===== config.mk =====
export PLATFORM = sky130hd
export DESIGN_NAME = stf_seq
export DESIGN_NICKNAME = d
export VERILOG_FILES = /design/src/rtl/openofdm_tx_pkg.sv /design/src/rtl/stream_out_reg.sv /design/src/rtl/stf_seq.sv
export SDC_FILE = /design/constraint.sdc
export NUM_CORES = 1
export LEC_CHECK = 0
export ABC_CLOCK_PERIOD_IN_PS = 2210
export BUFFER_PORTS_ARGS = -buffer_cell sky130_fd_sc_hd__buf_4
export CAP_MARGIN = 40
export CORE_MARGIN = 2
export CORE_UTILIZATION = 35
export CTS_BUF_LIST = sky130_fd_sc_hd__clkbuf_4 sky130_fd_sc_hd__clkbuf_8
export CTS_CLUSTER_SIZE = 24
export DETAILED_ROUTE_END_ITERATION = 10
export GPL_ROUTABILITY_DRIVEN = 0
export GPL_TIMING_DRIVEN = 1
export PLACE_DENSITY = 0.64
export SLEW_MARGIN = 20
export SYNTH_ARGS = -nofsm -noshare
export SYNTH_HDL_FRONTEND = slang
export SYNTH_HIERARCHICAL = 1
export SYNTH_SLANG_ARGS = --single-unit

===== constraint.sdc =====
create_clock -name clk -period 2.21 [get_ports clk]
set_clock_uncertainty 0.15 [all_clocks]
set_input_delay 0.663 -clock clk [delete_from_list [all_inputs] [get_ports clk]]
set_output_delay 0.663 -clock clk [all_outputs]
set_load 0.01 [all_outputs]

===== src/rtl/openofdm_tx_pkg.sv =====
// Shared types and helpers for the openofdm_tx preamble path.
// Samples are packed as {I[15:0], Q[15:0]}, both two's complement.
package openofdm_tx_pkg;

   localparam int unsigned STF_LEN = 16;

   localparam int unsigned I_MSB = 31;
   localparam int unsigned I_LSB = 16;
   localparam int unsigned Q_MSB = 15;
   localparam int unsigned Q_LSB = 0;

   typedef enum logic [2:0] {
      IDLE,
      RUN,
      TAIL,
      DRAIN,
      DONE
   } stf_seq_state_t;

   // Arithmetic shift right by one on I and Q independently (rounds toward -inf).
   function automatic logic [31:0] halve_iq(input logic [31:0] w);
      logic [15:0] i_h;
      logic [15:0] q_h;
      i_h = {w[I_MSB], w[I_MSB:I_LSB+1]};
      q_h = {w[Q_MSB], w[Q_MSB:Q_LSB+1]};
      return {i_h, q_h};
   endfunction

endpackage


===== src/rtl/stream_out_reg.sv =====
// Single-entry valid/ready output register. Accepts a new word whenever it is
// empty or its current word is being taken downstream in the same cycle.
module stream_out_reg #(
   parameter int unsigned Width = 32
) (
   input  logic             clk_i,
   input  logic             rst_ni,
   input  logic             clr_i,
   input  logic             push_i,
   input  logic [Width-1:0] data_i,
   input  logic             last_i,
   input  logic             ready_i,
   output logic             free_o,
   output logic [Width-1:0] data_o,
   output logic             valid_o,
   output logic             last_o
);

   logic [Width-1:0] data_q;
   logic             valid_q;
   logic             last_q;

   assign free_o  = !valid_q || ready_i;
   assign data_o  = data_q;
   assign valid_o = valid_q;
   assign last_o  = last_q;

   // Output word register; clr_i drops any pending word without a handshake.
   always_ff @(posedge clk_i or negedge rst_ni) begin
      if (!rst_ni) begin
         data_q  <= '0;
         valid_q <= 1'b0;
         last_q  <= 1'b0;
      end else if (clr_i) begin
         data_q  <= '0;
         valid_q <= 1'b0;
         last_q  <= 1'b0;
      end else if (free_o) begin
         valid_q <= push_i;
         last_q  <= push_i && last_i;
         if (push_i) begin
            data_q <= data_i;
         end
      end
   end

endmodule


===== src/rtl/stf_seq.sv =====
// STF preamble sequencer: walks the external 16-entry STF ROM NUM_REP times and
// streams the words out on a valid/ready interface, pulsing done afterwards.
// Optional build macro STF_SEQ_WINDOW_EN halves the first sample and appends a
// halved copy of ROM word 0 as an extra final sample.
module stf_seq
   import openofdm_tx_pkg::*;
#(
   parameter int unsigned NUM_REP = 10,
   parameter int unsigned REP_W   = 4
) (
   input  logic        clk,
   input  logic        rstn,
   input  logic        start,
   input  logic        abort,
   output logic [3:0]  rom_addr,
   input  logic [31:0] rom_dout,
   output logic [31:0] o_data,
   output logic        o_valid,
   input  logic        o_ready,
   output logic        o_last,
   output logic        busy,
   output logic        done
);

   localparam logic [REP_W-1:0] LastRep  = REP_W'(NUM_REP - 1);
   localparam logic [3:0]       LastAddr = 4'(STF_LEN - 1);

   stf_seq_state_t   state_q, state_d;
   logic [3:0]       addr_q, addr_d;
   logic [REP_W-1:0] rep_q, rep_d;

   logic        out_free;
   logic        push;
   logic        push_last;
   logic [31:0] push_data;
   logic        final_word;

   assign final_word = (rep_q == LastRep) && (addr_q == LastAddr);

   // Next-state, counter advance and output-register load control.
   always_comb begin
      state_d   = state_q;
      addr_d    = addr_q;
      rep_d     = rep_q;
      push      = 1'b0;
      push_last = 1'b0;
      push_data = rom_dout;

      case (state_q)
         IDLE: begin
            if (start) begin
               state_d = RUN;
            end
         end
         RUN: begin
            if (out_free) begin
               push   = 1'b1;
`ifdef STF_SEQ_WINDOW_EN
               if ((rep_q == '0) && (addr_q == '0)) begin
                  push_data = halve_iq(rom_dout);
               end
`else
               push_last = final_word;
`endif
               addr_d = addr_q + 4'd1;
               if (addr_q == LastAddr) begin
                  rep_d = rep_q + 1'b1;
               end
               if (final_word) begin
                  rep_d = '0;
`ifdef STF_SEQ_WINDOW_EN
                  state_d = TAIL;
`else
                  state_d = DRAIN;
`endif
               end
            end
         end
`ifdef STF_SEQ_WINDOW_EN
         TAIL: begin
            // addr has already wrapped to 0, so rom_dout is word 0 here
            if (out_free) begin
               push      = 1'b1;
               push_data = halve_iq(rom_dout);
               push_last = 1'b1;
               state_d   = DRAIN;
            end
         end
`endif
         DRAIN: begin
            // Only the final sample can still be in the register here
            if (o_valid && o_ready) begin
               state_d = DONE;
            end
         end
         DONE: begin
            state_d = IDLE;
         end
         default: begin
            state_d = IDLE;
         end
      endcase

      if (abort) begin
         state_d = IDLE;
         addr_d  = '0;
         rep_d   = '0;
         push    = 1'b0;
      end
   end

   // FSM state and ROM walk counters.
   always_ff @(posedge clk or negedge rstn) begin
      if (!rstn) begin
         state_q <= IDLE;
         addr_q  <= '0;
         rep_q   <= '0;
      end else begin
         state_q <= state_d;
         addr_q  <= addr_d;
         rep_q   <= rep_d;
      end
   end

   stream_out_reg #(
      .Width (32)
   ) u_out (
      .clk_i   (clk),
      .rst_ni  (rstn),
      .clr_i   (abort),
      .push_i  (push),
      .data_i  (push_data),
      .last_i  (push_last),
      .ready_i (o_ready),
      .free_o  (out_free),
      .data_o  (o_data),
      .valid_o (o_valid),
      .last_o  (o_last)
   );

   assign rom_addr = addr_q;
   assign busy     = (state_q != IDLE);
   assign done     = (state_q == DONE);

endmodule

-- Word level (Yosys, flattened, before mapping)
Cells that the tools add are included.
- register bits after elaboration: 45
- input bits: 37
- word-level logic and storage cells: 58
- output and inout bits: 40
- equality and inequality tests: 9
- muxes and demuxes: 26
- add/sub/neg operators: 2
- reduce and logical (&&, ||, !) cells: 15
- operators with widths (cell ; count):
    $mux W32 ; 3
    $mux W4 ; 8
    $mux W3 ; 5
    $ne A3 B3 Y1 const B ; 4
    $mux W1 ; 9
    $pmux W3 S3 ; 1
    $add A4 B1 Y4 const B ; 2
    $eq A4 B4 Y1 const B ; 2
    $reduce_bool A2 Y1 ; 3
    $reduce_bool A3 Y1 ; 2
    $reduce_and A2 Y1 ; 2
    $reduce_and A4 Y1 ; 1
    $eq A3 B1 Y1 const B ; 1
    $eq A3 B2 Y1 const B ; 1
    $eq A3 B3 Y1 const B ; 1
    $logic_and A1 B1 Y1 ; 3
    $logic_not A3 Y1 ; 1
    $reduce_and A3 Y1 ; 1
    $logic_not A1 Y1 ; 1
    $logic_or A1 B1 Y1 ; 1

-- Depth between registers and ports, before layout
- depth after elaboration: 8
- gate-level depth with buffers: 11
- mapped depth without buffers: 7

-- Cells and area by module
The synthesis kept the hierarchy.
- modules (own cells, without submodules) (module ; instances ; cells each ; area each (µm²) ; seq. area each (µm²)):
    stream_out_reg ; 1 ; 154 ; 1467.7 ; 850.8
    stf_seq ; 1 ; 63 ; 599.3 ; 275.3

-- Least setup slack after synthesis
No wires, ideal clock.
- path type: input -> register
- start: in o_ready
- end: reg u_out.data_q[0], in the netlist u_out/data_o[0]
- path buffers: 4
- setup time: 136 ps
- data required time: 1924 ps
- data arrival time: 1843 ps
- stages on the path: 11
- slack: 80 ps
- path through: nor2b_4 > inv_2 > buf_4 > nand4bb_1 > buf_2 > nor2_1 > buf_2 > inv_2 > buf_4 > o21ai_0 > a21oi_1
- cells in the longest elaborated chain, start to end: 6
- elaborated cells between the ends (all ways): 7
- those cells by class: mux: 3; reduce/logical: 4
- RTL lines (element ; RTL line ; RTL):
    start, declared ; stf_seq.sv:19 ; input logic o_ready,
    $logic_or A1 B1 Y1 ; stream_out_reg.sv:23 ; assign free_o = !valid_q || ready_i;
    named net out_free ; stf_seq.sv:32 ; logic out_free;
    $mux W1 ; stf_seq.sv:56 ; if (out_free) begin
    $mux W1 ; stf_seq.sv:49 ; case (state_q)
    $mux W1 ; stf_seq.sv:104 ; if (abort) begin
    named net push ; stf_seq.sv:33 ; logic push;
    $reduce_bool A2 Y1 (no source line) ; -- ;
    $reduce_and A2 Y1 (no source line) ; -- ;
    end signal, assigned ; stream_out_reg.sv:42 ; data_q <= data_i;
    end, declared ; stream_out_reg.sv:19 ; logic [Width-1:0] data_q;
The timed path passes the listed nets, and every way through them passes these cells.
A chain may end at the register's enable or synchronous reset.

-- Final worst setup path
- start: reg state_q[2]
- end: out busy
- cells in the longest elaborated chain, start to end: 1
- RTL lines (element ; RTL line ; RTL):
    start, declared ; stf_seq.sv:28 ; stf_seq_state_t state_q, state_d;
    start signal, assigned ; stf_seq.sv:119 ; state_q <= state_d;
    $reduce_bool A3 Y1 ; stf_seq.sv:142 ; assign busy = (state_q != IDLE);
    end, declared ; stf_seq.sv:21 ; output logic busy,
Every way passes these cells.

==> impl_metrics.yaml <==
critical_path:
  cp.arrival_ns: 1.23
  required_ns: 1.40
  crit-reg2reg-launch: "u_out/valid_o$_DFFE_PN0P_"
  r2r_cells: 7
  crit_fanout: 6
  r2r_end: "u_out/data_o[30]$_DFFE_PN0P_"
  rrSetupSlack_ns: 0.44
  cp-startpoint: "state_q[2]$_DFFE_PN0P_"
  worstSetupStartpointType: "flip-flop"
  timing.critical_path.to_type: "output port"
  worst-setup-path-type: "flip-flop to output port"
global_routing:
  antenna_found_initial: 0
  grt_pass1_wl_um: 8430
  overflow: 0
  grt_start_max_net_pins: 46
  grt_usage_pct: 16.4
  grt_pass1_vias: 1798
layout:
  fin_nets: 329
  area_growth_pct: 33.5
  insertedDiodeCount: 0
  drive_above_1_share_pct: 33.0
  fin_util_pct: 49.2
die:
  floorplan.initialDensity_pct: 36.9
  rows: 27
  coreArea_um2: 5610
  num_io_pins: 77
  die_height_um: 80.9
  chipWidth_um: 80.9
  die_area_um2: 6540
sta:
  post-route-period-util_pct: 92.6
  final.setup.tns_ns: 0
  rsz0062_at_grt: "no"
  setup_violations: 0
  slew_headroom_pct: 61.9
  worst_slew_pin_slew_ns: 0.572
  slew_viol_final: 0
  timing.fmax_ghz: 0.488
  finalHoldViolations: 0
  final.min_clock_period_ns: 2.05
clocking:
  cts_root_buf: "clkbuf_8"
  clk_pin_slew_worst_paths_ns: 0.08
  ctsResizeCount: 0
  cts_sinks: 45
  htree_levels: 2
  cts_buffers: 5
  cts-hold-fix-buffers: 0
  cts_tree: "built"
  clock_path_buffers: 2
  postCtsSetupBuffers: 0
  clock_latency_ns: 0.29
detailed_routing:
  viasPerCell: 5.31
  wl_per_cell_um: 14.6
  dr.first_iter.drc_count: 88
  first_pass_iters: 4
  route.detailed.drc: 0
  num_vias: 1912
  ant_nets: 0
  wl_um: 5250
status:
  status: "completed"
job:
  drv_cap: 0
logic_synthesis:
  syn_area_per_cell_um2: 9.53
  syn_area_um2: 2070
  synth_cells: 217
  ys_ff_latch: 45
  synth_seq_area_share_pct: 54.5
  yosys.cell_types.count: 29
  synth_nets: 257
  ys_warn_count: 6
power_and_ir_drop:
  p_leak_nw: 1.26
  peakVddDrop_v: 0.000261
  powerDensity_nw_per_um2: 566
placed_design:
  hpwl_um: 3530
  io_buffers: 76
hold_path:
  hold_path.class: "input pin to async pin"
-- area by class of cell --
| type | instances | area (um^2) |
|---|---|---|
| clock buffer | 5 | 68.8 |
| clock inverter | 1 | 5.00 |
| fill | 564 | 2850 |
| inverter | 6 | 22.5 |
| multi-input combinational | 147 | 816 |
| sequential | 45 | 1130 |
| tap | 72 | 90.1 |
| timing repair buffer | 84 | 631 |
-- cells in the mapped netlist --
| cell | instances | share of area, % |
|---|---|---|
| nand4_1 | 1 | 0.30 |
| clkbuf_2 | 2 | 0.48 |
| ha_1 | 3 | 1.8 |
| nor4bb_1 | 1 | 0.48 |
| o21ai_0 | 33 | 8.0 |
| nor3b_1 | 1 | 0.36 |
| nand2_1 | 6 | 1.1 |
| nand3_1 | 36 | 8.7 |
| or3_1 | 4 | 1.2 |
| dfrtp_1 | 45 | 54 |
| nand3b_1 | 1 | 0.36 |
| xnor2_1 | 1 | 0.42 |
| o21ai_1 | 3 | 0.73 |
| a211oi_1 | 1 | 0.36 |
| nand4b_1 | 2 | 0.85 |
| and3_1 | 2 | 0.61 |
| nand4bb_1 | 1 | 0.54 |
| and4bb_2 | 1 | 0.61 |
| buf_4 | 6 | 2.2 |
| nor2_1 | 4 | 0.73 |
| o41ai_1 | 1 | 0.42 |
| nor2b_4 | 1 | 0.67 |
| buf_2 | 7 | 1.7 |
| o31ai_1 | 2 | 0.73 |
| a21oi_1 | 41 | 9.9 |
| inv_2 | 2 | 0.36 |
| clkbuf_1 | 4 | 0.73 |
| o32ai_1 | 1 | 0.42 |
| inv_1 | 4 | 0.73 |
-- per-layer routing --
metal	vias to the layer above	GRT usage, %	routed length [um]
li1	929	-	-
met1	918	21.6	2360
met2	62	27.1	2510
met3	3	4.67	345
met4	0	3.05	26
met5	-	0	0
-- worst max-delay path, cell delays in order, from the launching register on --
cell and delay (ns):
dfrtp_1 0.43, or3_1 0.38, buf_4 0.15
-- kinds of logic (layout without fill, tap and decap cells) --
kind of cell	after synthesis	count (layout)	synth area share [%]
and+or+nand+nor	61	61	16.5
xor gates and xnor gates	1	1	0.424
buffers and inverters	25	96	6.17
DFF	45	45	54.5
adders and majority gates	3	3	1.82
AOI/OAI and AO/OA	82	82	20.6
-- per-stage QoR --
stage	cell area (um^2)	hold slack [ns]	power (W)	cells	setup slack [ns]
after floorplan	2070	0.217	0.000985	217	0.0801
after global placement	2690	0.379	0.00112	354	0.155
after detailed placement	2690	0.385	0.00112	354	0.118
after CTS	2760	0.231	0.00159	360	0.146
after global routing	2760	0.245	0.00165	360	0.109
final	2760	0.212	0.00156	360	0.163
-- worst max path at each step --
stage / endpoint / depth (start not counted)
floorplan: u_out/data_o[0]$_DFFE_PN0P_ / 11
global placement: u_out/data_o[0]$_DFFE_PN0P_ / 8
detailed placement: u_out/data_o[2]$_DFFE_PN0P_ / 8
CTS: busy / 2
global route: busy / 2
finish: busy / 2
-- registers in the layout, indices dropped and copies added (netlist names) --
register	flops
u_out/last_o	1
u_out/data_o	32
state_q	3
u_out/valid_o	1
rep_q	4
rom_addr	4
-- cell usage in the layout (no fill, tap or decap), types with 4 or more instances in the layout --
cell,n
or3_1,4
a21oi_1,41
inv_1,4
nand2_1,6
nand3_1,36
clkbuf_8,5
dfrtp_1,45
buf_4,84
o21ai_0,33
-- where the power goes --
group	internal [W]	leakage (nW)	switching, W
Clock	0.000208	0.0399	0.000253
Sequential	0.000851	0.618	0.0000186
Combinational	0.000110	0.606	0.000120
Total	0.00117	1.26	0.000392
No activity file was read; power rests on OpenSTA's default activity.
